--- src/rtl/counter_pkg.sv ---
// Shared constants and helpers for the parametrised up/down counter family.
package counter_pkg;

    localparam logic        CNT_UP   = 1'b1;
    localparam logic        CNT_DOWN = 1'b0;
    localparam int unsigned CNT_WRAP = 0;
    localparam int unsigned CNT_SAT  = 1;

    // Ceiling log2; sizes the prescaler phase counter.
    function automatic int unsigned clog2(input int unsigned n);
        int unsigned r;
        r = 0;
        for (int i = 0; i < 32; i++) begin
            if ((64'd1 << i) < 64'(n)) begin
                r = i + 1;
            end
        end
        return r;
    endfunction

endpackage

--- src/rtl/prescale_tick.sv ---
// Clock prescaler: emits a one-cycle step every PRESCALE enabled cycles.
module prescale_tick
    import counter_pkg::*;
#(
    parameter int unsigned PRESCALE = 1
) (
    input  logic clk,
    input  logic reset,
    input  logic clear,
    input  logic en,
    output logic step
);

    if (PRESCALE <= 1) begin : g_direct
        logic unused_ok;
        assign unused_ok = ^{clk, reset, clear};
        assign step      = en;
    end else begin : g_phase
        localparam int unsigned   PW   = clog2(PRESCALE);
        localparam logic [PW-1:0] LAST = PW'(PRESCALE - 1);

        logic [PW-1:0] phase_q, phase_d;
        logic          at_last;

        assign at_last = (phase_q == LAST);
        assign step    = en && at_last;

        // en=0 freezes the phase rather than clearing it
        always_comb begin
            phase_d = phase_q;
            if (clear) begin
                phase_d = '0;
            end else if (en) begin
                phase_d = at_last ? '0 : phase_q + PW'(1);
            end
        end

        always_ff @(posedge clk or posedge reset) begin
            if (reset) begin
                phase_q <= '0;
            end else begin
                phase_q <= phase_d;
            end
        end
    end

endmodule

--- src/rtl/param_updown_counter.sv ---
// Parametrised up/down modulo counter with prescaler, clear, load,
// wrap/saturate limit handling and a registered terminal-count strobe.
module param_updown_counter
    import counter_pkg::*;
#(
    parameter int unsigned     WIDTH    = 4,
    parameter longint unsigned MODULUS  = 16,
    parameter int unsigned     PRESCALE = 1,
    parameter int unsigned     SATURATE = CNT_WRAP
) (
    input  logic             clk,
    input  logic             reset,
    input  logic             clear,
    input  logic             load,
    input  logic [WIDTH-1:0] load_val,
    input  logic             en,
    input  logic             up,
    output logic [WIDTH-1:0] count,
    output logic             tc
);

    if (WIDTH < 1 || WIDTH > 32) begin : g_bad_width
        $error("param_updown_counter: WIDTH must be 1..32");
    end
    if (MODULUS < 2 || MODULUS > (64'd1 << WIDTH)) begin : g_bad_modulus
        $error("param_updown_counter: MODULUS must be 2..2**WIDTH");
    end
    if (PRESCALE < 1 || PRESCALE > 65536) begin : g_bad_prescale
        $error("param_updown_counter: PRESCALE must be 1..65536");
    end
    if (SATURATE > CNT_SAT) begin : g_bad_saturate
        $error("param_updown_counter: SATURATE must be 0 or 1");
    end

    // One extra bit so MODULUS == 2**WIDTH is representable
    localparam logic [WIDTH:0] MOD_C         = (WIDTH + 1)'(MODULUS);
    localparam logic [WIDTH:0] MAX_C         = (WIDTH + 1)'(MODULUS - 1);
    localparam bit             HOLD_AT_LIMIT = (SATURATE != CNT_WRAP);

    logic [WIDTH-1:0] count_q, count_d;
    logic             tc_q, tc_d;
    logic             step;
    logic             at_max, at_zero;
    logic [WIDTH-1:0] load_cnt;

    prescale_tick #(
        .PRESCALE (PRESCALE)
    ) u_prescale (
        .clk   (clk),
        .reset (reset),
        .clear (clear | load),
        .en    (en),
        .step  (step)
    );

    assign at_max   = ({1'b0, count_q} == MAX_C);
    assign at_zero  = (count_q == '0);
    assign load_cnt = ({1'b0, load_val} < MOD_C) ? load_val : MAX_C[WIDTH-1:0];

    always_comb begin
        count_d = count_q;
        tc_d    = 1'b0;
        if (clear) begin
            count_d = '0;
        end else if (load) begin
            count_d = load_cnt;
        end else if (step) begin
            case (up)
                CNT_UP: begin
                    if (at_max) begin
                        tc_d = 1'b1;
                        if (!HOLD_AT_LIMIT) count_d = '0;
                    end else begin
                        count_d = count_q + WIDTH'(1);
                    end
                end
                CNT_DOWN: begin
                    if (at_zero) begin
                        tc_d = 1'b1;
                        if (!HOLD_AT_LIMIT) count_d = MAX_C[WIDTH-1:0];
                    end else begin
                        count_d = count_q - WIDTH'(1);
                    end
                end
                default: ;
            endcase
        end
    end

    always_ff @(posedge clk or posedge reset) begin
        if (reset) begin
            count_q <= '0;
            tc_q    <= 1'b0;
        end else begin
            count_q <= count_d;
            tc_q    <= tc_d;
        end
    end

    assign count = count_q;
    assign tc    = tc_q;

endmodule

--- config.mk ---
export PLATFORM = sky130hd
export DESIGN_NAME = param_updown_counter
export DESIGN_NICKNAME = d
export VERILOG_FILES = /design/src/rtl/counter_pkg.sv /design/src/rtl/prescale_tick.sv /design/src/rtl/param_updown_counter.sv
export SDC_FILE = /design/constraint.sdc
export NUM_CORES = 1
export LEC_CHECK = 0
export CELL_PAD_IN_SITES_DETAIL_PLACEMENT = 1
export CELL_PAD_IN_SITES_GLOBAL_PLACEMENT = 2
export CORE_MARGIN = 8
export CORE_UTILIZATION = 23
export DETAILED_ROUTE_END_ITERATION = 16
export GPL_TIMING_DRIVEN = 0
export PLACE_DENSITY = 0.82
export REMOVE_ABC_BUFFERS = 1
export SLEW_MARGIN = 40
export SYNTH_ARGS = -nofsm -noshare
export SYNTH_HDL_FRONTEND = slang
export SYNTH_HIERARCHICAL = 1
export SYNTH_SLANG_ARGS = --single-unit
export TNS_END_PERCENT = 50
--- constraint.sdc ---
create_clock -name clk -period 1.85 [get_ports clk]
set_clock_uncertainty 0.05 [all_clocks]
set_input_delay 0.2775 -clock clk [delete_from_list [all_inputs] [get_ports clk]]
set_output_delay 0.2775 -clock clk [all_outputs]
set_load 0.02 [all_outputs]
# == After elaboration in Yosys (flattened, before gate mapping) ==
# Cells that the tools add are included.
# word_totals
ff_bits,5
latchBits,0
ramBits,0
romBits,0
in_bits,10
wordCells,20
memories,0
# classes
addsub,2
n_mul,0
div,0
order_cmp,0
n_eq_ne,1
shifts,0
mux,12
n_bitwise,1
reduce_logical,2
# ops
cell,count
$mux W4,5
$pmux W4 S2,1
$mux W1,5
$add A4 B1 Y4 const B,1
$eq A4 B4 Y1 const B,1
$logic_not A4 Y1,1
$sub A4 B1 Y4 const B,1
$reduce_bool A3 Y1,1
$pmux W1 S2,1
$not A1 Y1,1

# == Longest topological paths before layout ==
# depth
ltp_word,6
ltp_mapped,6
mapped_depth_nobuf,6

# == Hierarchy ==
# Netlist, hierarchy kept.
# by_module_without_submodules
module,n_inst,cells_per_inst,area_per_inst_um2,seq_area_each_um2
param_updown_counter,1,50,425.4,125.1
prescale_tick,1,1,7.5,0.0

# == Worst setup path before layout ==
# OpenSTA, ideal clock, no wires.
# synth_path
path_kind,register to register
from,register count_q[1] (netlist: count[1])
to,register count_q[2] (netlist: count[2])
t_arrival_ns,1.435
required_time_ns,1.714
slack_ns,0.279
stages_incl_launch_ff,7
path_buffers,0
synth_period_minus_slack_ns,1.571
cell_sequence,dfrtp_1 > inv_1 > ha_1 > nand2b_1 > a2111oi_0 > nor3_1 > nor3_1
# synth_via
elab_chain_len,6
elab_cells_between_ends,10
# synth_lines
item,line_no,text
start: declaration,param_updown_counter.sv:40,"logic [WIDTH-1:0] count_q, count_d;"
start signal: assignment,param_updown_counter.sv:95,count_q <= count_d;
"$sub A4 B1 Y4, or another cell as far along",param_updown_counter.sv:82,count_d = count_q - WIDTH'(1);
$mux W4 (on tied branches),"param_updown_counter.sv:78, param_updown_counter.sv:70",
$pmux W4 S2 *,param_updown_counter.sv:68,case (up)
$mux W4 *,param_updown_counter.sv:67,end else if (step) begin
$mux W4 *,param_updown_counter.sv:65,end else if (load) begin
$mux W4 *,param_updown_counter.sv:63,if (clear) begin
# Mark *: on every way between the ends. The rest lies on a longest branch, timed or not. The select of a mux whose other input is x is not followed.
# A chain may end at the register's enable or synchronous reset.

# == Worst setup path after layout ==
# layout_path
from,register count_q[3] (netlist: count[3])
to,output count[3]
# layout_lines
item,line_no,text
end: declaration,param_updown_counter.sv:18,"output logic [WIDTH-1:0] count,"
# No word-level cell between the ends.

==> metrics.md <==
| Metric | Value |
|---|---|
| Status | finished, final reports clean |
| First DRT Iteration DRCs | 3 |
| Layout cells sized above 1 | 0.108 |
| Total GRT Usage | 0.0738 |
| Post-DRT Antenna Nets | 0 |
| Synth top area share | 0.289 |
| Root buf cell | clkbuf_4 |
| Slew margin rel. | 0.747 |
| Syn Std Cell Area | 433 um^2 |
| Power, Total | 375 uW |
| Worst R2R End | count[2] |
| Period utilization | 0.928 |
| First-pass GRT wire length | 1980 um |
| Max Buffers Root-to-Sink | 2 |
| List of most frequent post-synthesis cells | 5 x dfrtp_1, 4 x a21oi_1, 4 x nor3_1 |
| Worst IR Drop VDD | 347 uV |
| Cells after Synth | 51 |
| Via/cell ratio | 4.70 |
| Max Cap Viol | 0 |
| Hold WC Path Type | in -> async |
| Endpoints failing setup | 0 |
| PortBufs | 14 |
| Final min period | 1.72 ns |
| DRC viols | 0 |
| Wirelength, routed | 1120 um |
| Largest cells by area after synthesis | dfrtp_1 29%, ha_1 8.7%, a21oi_1 4.6%, mux2i_1 4.6%, nor3_1 4.6% |
| Row count | 15 |
| Max Slew Vio Count | 0 |
| Hold-fix buffers, CTS | 0 |
| Crit. End Element | primary output |
| Seq cells post-synth | 5 |
| Final hold violations | 0 |
| Area growth syn-to-layout | 40.8% |
| Cell leakage power | 0.239 nW |
| Post-detail-place hpwl | 874 um |
| Placed cell area | 577 um^2 |
| Hold Slack | 0.179 ns |
| Cell taking the most area after synthesis | dfrtp_1 |
| Required time of the critical path | 1.52 ns |
| Clock sinks | 5 |
| Nets | 79 |
| Clk Latency, worst-skew pair | 0.25 ns |
| Synthesized area per cell | 8.49 um^2 |
| Crit path max-delay family | buffers and inverters |
| Sum of buffers and inverters on the critical path | 1 |
| Die W | 59.4 um |
| Worst reg-to-reg path cell count | 6 |
| GRT overflow | 0 |
| N_diodes | 0 |
| Post-synth EDFFs | 0 |
| CP startpoint kind | flop |
| CP max stage delay | 0.66 ns |
| Io pins | 15 |
| Die area | 3530 um^2 |
| CP max stage cell | clkdlybuf4s50_1 |
| Total number of vias | 423 |
| Most used flip-flop cell after synthesis | dfrtp_1 |
| Register clock-pin slew on the reported worst setup and hold paths | 0.04 ns |
| Post-synthesis sequential area ratio | 0.289 |
| Post-CTS Setup Inserts | 0 |
| Arrival @ worst endpoint | 1.39 ns |
| Reg-to-Reg Start | count[1] |
| Fmax | 0.583 GHz |
| TritonCTS clock tree | built |
| Launch point of the worst path | count[3] |
| DRT Pass-1 Iters | 4 |
| Drt wl/cell | 12.4 um |
| RSZ-0062 raised after global routing | no |
| CP cell instances | clkdlybuf4s50_1 |
| Synth cell types | 29 |
| Die Height | 59.4 um |
| CTS H-Tree Depth | 1 |
| Largest net degree at the start of global routing | 12 |
| TritonCTS buffer count | 3 |
| Yosys warnings | 6 |
| Initial core utilization | 0.248 |
| Worst slew pin tran | 0.378 ns |
| Initial antenna violation count | 0 |
| Reg-to-reg slack, setup | 0.22 ns |
| Gp weighted congestion | 0.673 |
| CP Max Fanout | 9 |
| Setup Crit Path Kind | reg -> out |
| Core Box Area | 1750 um^2 |
| Top-count cell post-synth | dfrtp_1 |
| Vias in the first global route | 458 |
| Power Density | 616 nW/um^2 |
| Final instance area | 609 um^2 |
| Fraction of registers with async set/reset | 1.00 |
## through the flow
step	utilization	setup TNS (ns)	cells	setup WS, ns
6_report	0.349	0	90	0.134
4_1_cts	0.346	0	90	0.122
5_1_grt	0.349	0	90	0.0274
3_3_place_gp	0.330	-0.0300	86	-0.0300
2_1_floorplan	-	0	47	0.279
3_5_place_dp	0.330	-0.0543	86	-0.0543
## worst max path at each step
stage,cells past startpoint,to,slack (ns)
global placement,5,count[2],-0.03
global route,6,count[2],0.03
floorplan,6,count[2],0.28
finish,1,count[3],0.13
detailed placement,5,count[2],-0.05
CTS,1,count[3],0.12
## cell usage in the layout (no fill, tap or decap), types with 2 or more instances in the layout
master	instances
inv_1	3
nor2b_1	3
dfrtp_1	5
o21ai_0	2
clkbuf_4	3
nor3_1	4
a21oi_1	4
clkdlybuf4s50_1	14
inv_2	2
ha_1	3
xnor2_1	2
nor2_1	3
mux2i_1	2
## what timing repair did
action,4_1_cts,5_1_grt
setup endpoints to repair,0,1
gates resized for setup,0,2
endpoints found under the hold margin,0,0
## area by class of cell
| class | count | area [um^2] |
|---|---|---|
| Sequential cell | 5 | 125 |
| Multi-Input combinational cell | 37 | 268 |
| Fill cell | 212 | 1140 |
| Inverter | 5 | 18.8 |
| Timing Repair Buffer | 14 | 140 |
| Tap cell | 25 | 31.3 |
| Clock buffer | 4 | 26.3 |
## flip-flops by register name, indices dropped and copies added, names as in the netlist
name / count
count: 4
tc: 1
## logic make-up after synthesis
group | synth area share
simple gates | 0.243
compound gates | 0.162
buf+inv | 0.107
flops | 0.289
mux | 0.0723
fa+ha+maj | 0.0867
xor+xnor | 0.0405
## where the power goes
group          internal [mW]  total, mW  switching [mW]
sequential             0.117      0.131          0.0142
clock                 0.0817      0.129          0.0469
combinational         0.0611      0.115          0.0540
## metal layers
| metal | part of all wire | GRT usage | vias to the layer above |
|---|---|---|---|
| li1 | - | - | 206 |
| met1 | 0.47 | 0.0895 | 197 |
| met2 | 0.44 | 0.103 | 17 |
| met3 | 0.078 | 0.0477 | 3 |
| met4 | 0.013 | 0.0205 | 0 |
| met5 | 0 | 0 | - |
No activity file was read; power rests on OpenSTA's default activity.
